`config.mk`:
```
export PLATFORM = sky130hd
export DESIGN_NAME = multicycle_decoder
export DESIGN_NICKNAME = d
export VERILOG_FILES = /design/src/rtl/multicycle_decoder.sv
export SDC_FILE = /design/constraint.sdc
export NUM_CORES = 1
export LEC_CHECK = 0
export ABC_AREA = 1
export BUFFER_PORTS_ARGS = -buffer_cell sky130_fd_sc_hd__buf_2
export CAP_MARGIN = 20
export CORE_MARGIN = 2
export CORE_UTILIZATION = 30
export DETAILED_ROUTE_END_ITERATION = 8
export GPL_ROUTABILITY_DRIVEN = 0
export SLEW_MARGIN = 20
export SYNTH_ARGS = -nofsm -noshare
export SYNTH_HDL_FRONTEND = slang
export SYNTH_SLANG_ARGS = --single-unit
```
`constraint.sdc`:
```
create_clock -name clk -period 1.1 [get_ports clk]
set_input_delay 0.22 -clock clk [delete_from_list [all_inputs] [get_ports clk]]
set_output_delay 0.22 -clock clk [all_outputs]
set_load 0.01 [all_outputs]
```
`src/rtl/multicycle_decoder.sv`:
```
`default_nettype none
// +----------------------------------------------------------------------------+
// | Module   : multicycle_decoder                                              |
// | Purpose  : Registered SISP opcode decoder with multi-cycle mul/div hold.   |
// |            Optional macro BRANCH_EN decodes opcode 1000 as a branch.       |
// | Revision : 1.0  initial release                                            |
// +----------------------------------------------------------------------------+
module multicycle_decoder #(
    parameter int OPW     = 4,
    parameter int MUL_LAT = 3,
    parameter int DIV_LAT = 8
) (
    input  logic           clk,
    input  logic           rst,
    input  logic           instr_valid,
    input  logic [OPW-1:0] opcode,
    input  logic           abort,
    output logic           instr_ready,
    output logic           ctrl_valid,
    output logic           busy,
    output logic           illegal_op,
    output logic [1:0]     aluControl,
    output logic           regWrite,
    output logic           memWrite,
    output logic           flagUpdate,
    output logic           aluSrc,
    output logic           immSrc,
    output logic           memToReg,
    output logic           ra2Src,
    output logic           PCSrc
);

    localparam int c_max_lat = (MUL_LAT > DIV_LAT) ? MUL_LAT : DIV_LAT;
    localparam int c_cw      = $clog2(c_max_lat + 1);

    localparam logic [1:0] c_idle = 2'd0;
    localparam logic [1:0] c_exec = 2'd1;
    localparam logic [1:0] c_wb   = 2'd2;

    // Field vector: [9:8] alu, 7 regWrite, 6 aluSrc, 5 flagUpdate, 4 memToReg,
    // 3 immSrc, 2 memWrite, 1 ra2Src, 0 illegal
    localparam logic [9:0] c_fld_rst = 10'b00_0_0_0_1_0_0_0_0;

    logic [1:0]      r_state;
    logic [c_cw-1:0] r_cnt;
    logic [9:0]      r_fld;
    logic [9:0]      w_fld;
    logic            w_hi;
    logic            w_multi;
    logic [c_cw-1:0] w_cnt_init;
    logic            w_accept;
    logic            w_abort;

    generate
        if (OPW > 4) begin : g_wide_op
            assign w_hi = |opcode[OPW-1:4];
        end else begin : g_narrow_op
            assign w_hi = 1'b0;
        end
    endgenerate

`ifdef BRANCH_EN
    logic w_pcs;
    logic r_pcs;
`endif

    always_comb begin
        w_fld      = c_fld_rst | 10'b00_0_0_0_0_0_0_0_1;
        w_multi    = 1'b0;
        w_cnt_init = '0;
`ifdef BRANCH_EN
        w_pcs      = 1'b0;
`endif
        if (!w_hi) begin
            case (opcode[3:0])
                4'b0000: begin
                    w_fld      = 10'b01_1_0_1_1_0_0_0_0;
                    w_multi    = (MUL_LAT > 1);
                    w_cnt_init = c_cw'(MUL_LAT - 1);
                end
                4'b0001: begin
                    w_fld      = 10'b01_1_1_1_1_0_0_0_0;
                    w_multi    = (MUL_LAT > 1);
                    w_cnt_init = c_cw'(MUL_LAT - 1);
                end
                4'b0010: begin
                    w_fld      = 10'b10_1_0_1_1_0_0_0_0;
                    w_multi    = (DIV_LAT > 1);
                    w_cnt_init = c_cw'(DIV_LAT - 1);
                end
                4'b0011: begin
                    w_fld      = 10'b10_1_1_1_1_0_0_0_0;
                    w_multi    = (DIV_LAT > 1);
                    w_cnt_init = c_cw'(DIV_LAT - 1);
                end
                4'b0100: w_fld = 10'b00_1_0_1_1_0_0_0_0;
                4'b0101: w_fld = 10'b00_1_1_1_0_1_0_0_0;
                4'b0110: w_fld = 10'b00_0_1_1_0_1_1_1_0;
                4'b0111: w_fld = 10'b11_1_0_1_1_0_0_0_0;
                4'b1111: w_fld = 10'b00_1_1_1_1_0_0_0_0;
`ifdef BRANCH_EN
                4'b1000: begin
                    w_fld = 10'b00_0_1_0_1_1_0_0_0;
                    w_pcs = 1'b1;
                end
`endif
                default: ;
            endcase
        end
    end

    assign instr_ready = !rst && (r_state != c_exec);
    assign w_accept    = instr_valid && instr_ready;
    // abort is only meaningful while an instruction is in flight
    assign w_abort     = abort && (r_state != c_idle);

    always_ff @(posedge clk or posedge rst) begin
        if (rst) begin
            r_state <= c_idle;
            r_cnt   <= '0;
            r_fld   <= c_fld_rst;
        end else if (w_abort) begin
            r_state <= c_idle;
            r_cnt   <= '0;
            r_fld   <= c_fld_rst;
        end else if (w_accept) begin
            r_fld   <= w_fld;
            r_state <= w_multi ? c_exec : c_wb;
            r_cnt   <= w_multi ? w_cnt_init : '0;
        end else begin
            case (r_state)
                c_exec: begin
                    r_cnt <= r_cnt - c_cw'(1);
                    if (r_cnt == c_cw'(1)) begin
                        r_state <= c_wb;
                    end
                end
                c_wb: begin
                    r_state <= c_idle;
                    r_fld   <= c_fld_rst;
                end
                default: ;
            endcase
        end
    end

`ifdef BRANCH_EN
    always_ff @(posedge clk or posedge rst) begin
        if (rst) begin
            r_pcs <= 1'b0;
        end else if (w_abort) begin
            r_pcs <= 1'b0;
        end else if (w_accept) begin
            r_pcs <= w_pcs;
        end else if (r_state == c_wb) begin
            r_pcs <= 1'b0;
        end
    end
    assign PCSrc = r_pcs;
`else
    assign PCSrc = 1'b0;
`endif

    // A same-cycle abort also suppresses the writeback pulse
    assign ctrl_valid = (r_state == c_wb) && !abort;
    assign busy       = (r_state == c_exec);
    assign aluControl = r_fld[9:8];
    assign regWrite   = ctrl_valid && r_fld[7];
    assign aluSrc     = r_fld[6];
    assign flagUpdate = ctrl_valid && r_fld[5];
    assign memToReg   = r_fld[4];
    assign immSrc     = r_fld[3];
    assign memWrite   = ctrl_valid && r_fld[2];
    assign ra2Src     = r_fld[1];
    assign illegal_op = ctrl_valid && r_fld[0];

endmodule
`default_nettype wire

```
# == Word level (Yosys, flattened, before mapping) ==
# Cells that the tools add are included.
# totals
out_inout_bits,14
ff_bits,16
wordCells,51
# classes
n_reduce_logical,19
n_eq_ne,13
addsub,1
mux,15
# op_table
operator,n
one-hot mux 10 bit (9 select lines),1
2-to-1 mux 10 bit,3
"equality test 4 x 3 -> 1 bit, second input constant",4
2-to-1 mux 4 bit,4
"equality test 4 x 1 -> 1 bit, second input constant",2
"equality test 4 x 2 -> 1 bit, second input constant",2
logical AND 1 bit,8
2-to-1 mux 2 bit,4
one-hot mux 3 bit (2 select lines),1
nonzero test 3 bit,2
"equality test 4 bit, second input constant",1
logical NOT 4 bit,1
"!= test 4 x 1 -> 1 bit, second input constant",1
one-hot mux 2 bit (2 select lines),1
nonzero test 4 bit,1
OR reduction 2 bit,2
OR reduction 4 bit,1
"subtractor 4 x 1 -> 4 bit, second input constant",1
"equality test 2 x 1 -> 1 bit, second input constant",1
"equality test 2 bit, second input constant",1
logical NOT 1 bit,2
"!= test 2 x 1 -> 1 bit, second input constant",1
AND reduction 2 bit,1
nonzero test 2 bit,1
2-to-1 mux 1 bit,1

# == Depth between registers and ports, before layout ==
# depth
ltp_word,6
ltp_mapped,8
ltp_nobuf,8

# == Worst setup path before layout ==
# OpenSTA, ideal clock, no wires.
# synth_timing
path_kind,reg2out
startpoint,register r_state[0]
endpoint,output port flagUpdate
path_slack_ns,-0.154
arrival_ns,1.034
path_stages_with_launch,6
required_ns,0.880
path_cell_list,dfrtp_1 inv_1 nand2_1 nor2_1 inv_1 nor2_1
# synth_between
elab_chain_len,3
# synth_rtl
item,line_no,rtl
"start, declared",44,logic [1:0] r_state;
"start signal, assigned",119,r_state <= c_idle;
"start signal, assigned",123,r_state <= c_idle;
"start signal, assigned",128,r_state <= w_multi ? c_exec : c_wb;
equality test 2 bit,165,assign ctrl_valid = (r_state == c_wb) && !abort;
logical AND 1 bit,165,
via ctrl_valid,19,"output logic ctrl_valid,"
logical AND 1 bit,170,assign flagUpdate = ctrl_valid && r_fld[5];
"end, declared",25,"output logic flagUpdate,"
# The timed path passes the listed nets, and every way through them passes these cells.

# == Final worst setup path ==
# layout_timing
startpoint,register r_state[0]
endpoint,output port regWrite
# layout_between
elab_chain_len,3
# layout_rtl
item,line_no,rtl
equality test 2 bit,165,
logical AND 1 bit,165,
logical AND 1 bit,168,assign regWrite = ctrl_valid && r_fld[7];
"end, declared",23,"output logic regWrite,"
# Every way passes these cells.

==> metrics <==
status finished, violations left; failing checks setup timing; Worst-Skew Late Latency roughly 280 ps; CTS root buf clkbuf_4; via count of the first global-routing pass 913; Final Non-Filler Cells 220; Total GRT Usage 0.143; H-tree depth 1; largest net degree at the start of global routing 17; grt ovf 0; Sink Count 15; Ys Warns 0; drt via density between 4 and 5; Worst Setup Start Kind register; max_cap viols 0; maximum root-to-sink buffer count 2; IO Count 22; post-synthesis sequential area ratio 0.388; total power ~2.6 mW; DRC Markers 0; power per cell area 1760 nW/µm²; Design Area, Final 1510 µm²; area grow syn2layout 55.2%; row count 20; Tcrit/Tclk final 1.29; WL final between 2000 and 2500 µm; CORE AREA about 3100 µm²; fin crit period 1420 ps; CTS tree built; DP HPWL 1780 µm; Crit Path Category reg -> out; TritonCTS Buffers 3; router iterations before antenna repair 4; Starting Density 0.315; dpl cells 202; dpl cell area 1190 µm²; Hold Vio Cnt, Final 0; RSZ-0062 raised after global routing true; diodes inserted 0; DR WL/cell approximately 11 µm; Yosys cell types 22; crit path DAT 1200 ps; final net count 187; maximum clock rate about 700 MHz; # hold bufs at CTS 0; first-pass GRT wire length 3940 µm; Die Height 60.9 µm; worst endpoint required time 880 ps; Syn Area/Cell 7.36 µm²; drt first-iter violations 12; Hold WS 30.8 ps; setup slack after layout -319 ps; Leakage between 0.7 and 0.8 nW; initial antenna violation count 0; I/O Buffers 20; post-route ant nets 0; max-slew violations 0; Synth Instances approximately 130; via count 987; die width between 60 and 70 µm; final setup vio count 23; layout cells sized above 1 0.545; VDD IR-drop max 842 µV; Hold Crit Class in -> async; Max Clock Skew 6.28 ps; worst-path maximum fanout 4; synthesis-stage register bit count 15; CP Capture Type output pin; syn_nets around 140; Clk pin slew, worst setup/hold paths 90 ps; DIE AREA between 3000 and 4000 µm²; Mapped Area 971 µm²
[what timing repair did]
| action | 4_1_cts | 5_1_grt |
|---|---|---|
| setup buffers | 10 | 4 |
| pin swaps | 6 | 18 |
| hold endpoints to repair | 0 | 0 |
| gates resized for setup | 21 | 30 |
| endpoints found under the setup margin | 23 | 23 |
[power by group]
part	internal (mW)	switching (mW)
registers	0.677	0.0956
clock network	0.135	0.177
logic	0.708	0.851
[stage by stage]
| stage | TNS [ps] | utilization | worst slack, ps |
|---|---|---|---|
| after floorplan | -261 | - | -73.8 |
| after global placement | -952 | 0.388 | -93.0 |
| after detailed placement | -1760 | 0.388 | -131 |
| after CTS | -5180 | 0.445 | -321 |
| after global routing | -7320 | 0.489 | -420 |
| final | -5540 | 0.489 | -319 |
[kinds of logic after synthesis]
logic type	after synthesis	share of synthesized area
compound gates	13	0.0889
fa+ha+maj	2	0.0258
buf+inv	28	0.120
flops	15	0.388
other cells	1	0.00386
simple gates	73	0.374
[worst paths after layout]
kind                       slack (ps)  endpoint  startpoint  cells after the start
setup / recovery                 -320  regWrite  r_state[0]                      6
hold / removal                     30  r_fld[6]         rst                      3
setup reg to reg                 -300  r_fld[6]  r_state[0]                      7
hold reg to reg                   480  r_cnt[1]    r_cnt[1]                      2
max in group asynchronous         820  r_fld[4]         rst                      3
min in group clk                  220  r_fld[0]   opcode[3]                      3
[layout by cell type (no fill, tap or decap), drive strengths merged]
cell | netlist | layout
buf | 3 | 43
nand2 | 39 | 39
inv | 25 | 24
nor2 | 19 | 19
dfrtp | 14 | 14
o21ai | 10 | 10
nand3 | 10 | 10
nand4 | 3 | 3
clkbuf | 0 | 3
a22oi | 2 | 2
nor3 | 2 | 2
ha | 2 | 2
clkinvlp | 0 | 1
o22ai | 1 | 1
conb | 1 | 1
clkinv | 0 | 1
dfstp | 1 | 1
[per-layer routing]
layer,up-vias,routed length (µm),track usage
met4,0,29,0.0466
met1,470,1020,0.172
met5,-,0,0
met3,2,70,0.0362
met2,17,1340,0.250
li1,498,-,-
[state kept, by name, summed over array words and instances, names as in the netlist]
register / count
r_fld: 9
r_state: 2
r_cnt: 4
[cell type report]
| type | count | area [µm²] |
|---|---|---|
| clock buffers | 3 | 22.5 |
| clock inverters | 1 | 5.00 |
| fillers | 308 | 1570 |
| inverters | 25 | 103 |
| multi-input cells | 89 | 617 |
| flip-flops and latches | 15 | 378 |
| well taps | 44 | 55.1 |
| repair buffers | 43 | 327 |
[synth_stat cells]
| cell | count | area [µm²] |
|---|---|---|
| nand2_2 | 3 | 18.8 |
| nand2_1 | 34 | 128 |
| o21ai_1 | 2 | 10.0 |
| dfstp_2 | 1 | 26.3 |
| buf_4 | 3 | 22.5 |
| a22oi_1 | 2 | 15.0 |
| nand4_1 | 3 | 18.8 |
| nor2_1 | 16 | 60.1 |
| inv_1 | 23 | 86.3 |
| o22ai_1 | 1 | 6.26 |
| nand2_4 | 2 | 22.5 |
| conb_1 | 1 | 3.75 |
| ha_1 | 2 | 25.0 |
| nor2_8 | 1 | 20.0 |
| nand3_4 | 1 | 17.5 |
| nor3_1 | 2 | 10.0 |
| o21ai_0 | 4 | 20.0 |
| o21ai_2 | 4 | 35.0 |
| dfrtp_1 | 14 | 350 |
| nand3_1 | 9 | 45.0 |
| nor2_4 | 2 | 22.5 |
| inv_2 | 2 | 7.51 |
[critical path: stages, from the launching register on]
cell     delay [ps]
dfrtp_2         430
inv_2            50
nand2_2          60
nor2_4          100
inv_2            70
nor2_1           80
buf_2           130
Power figures use the tool's default switching activity.
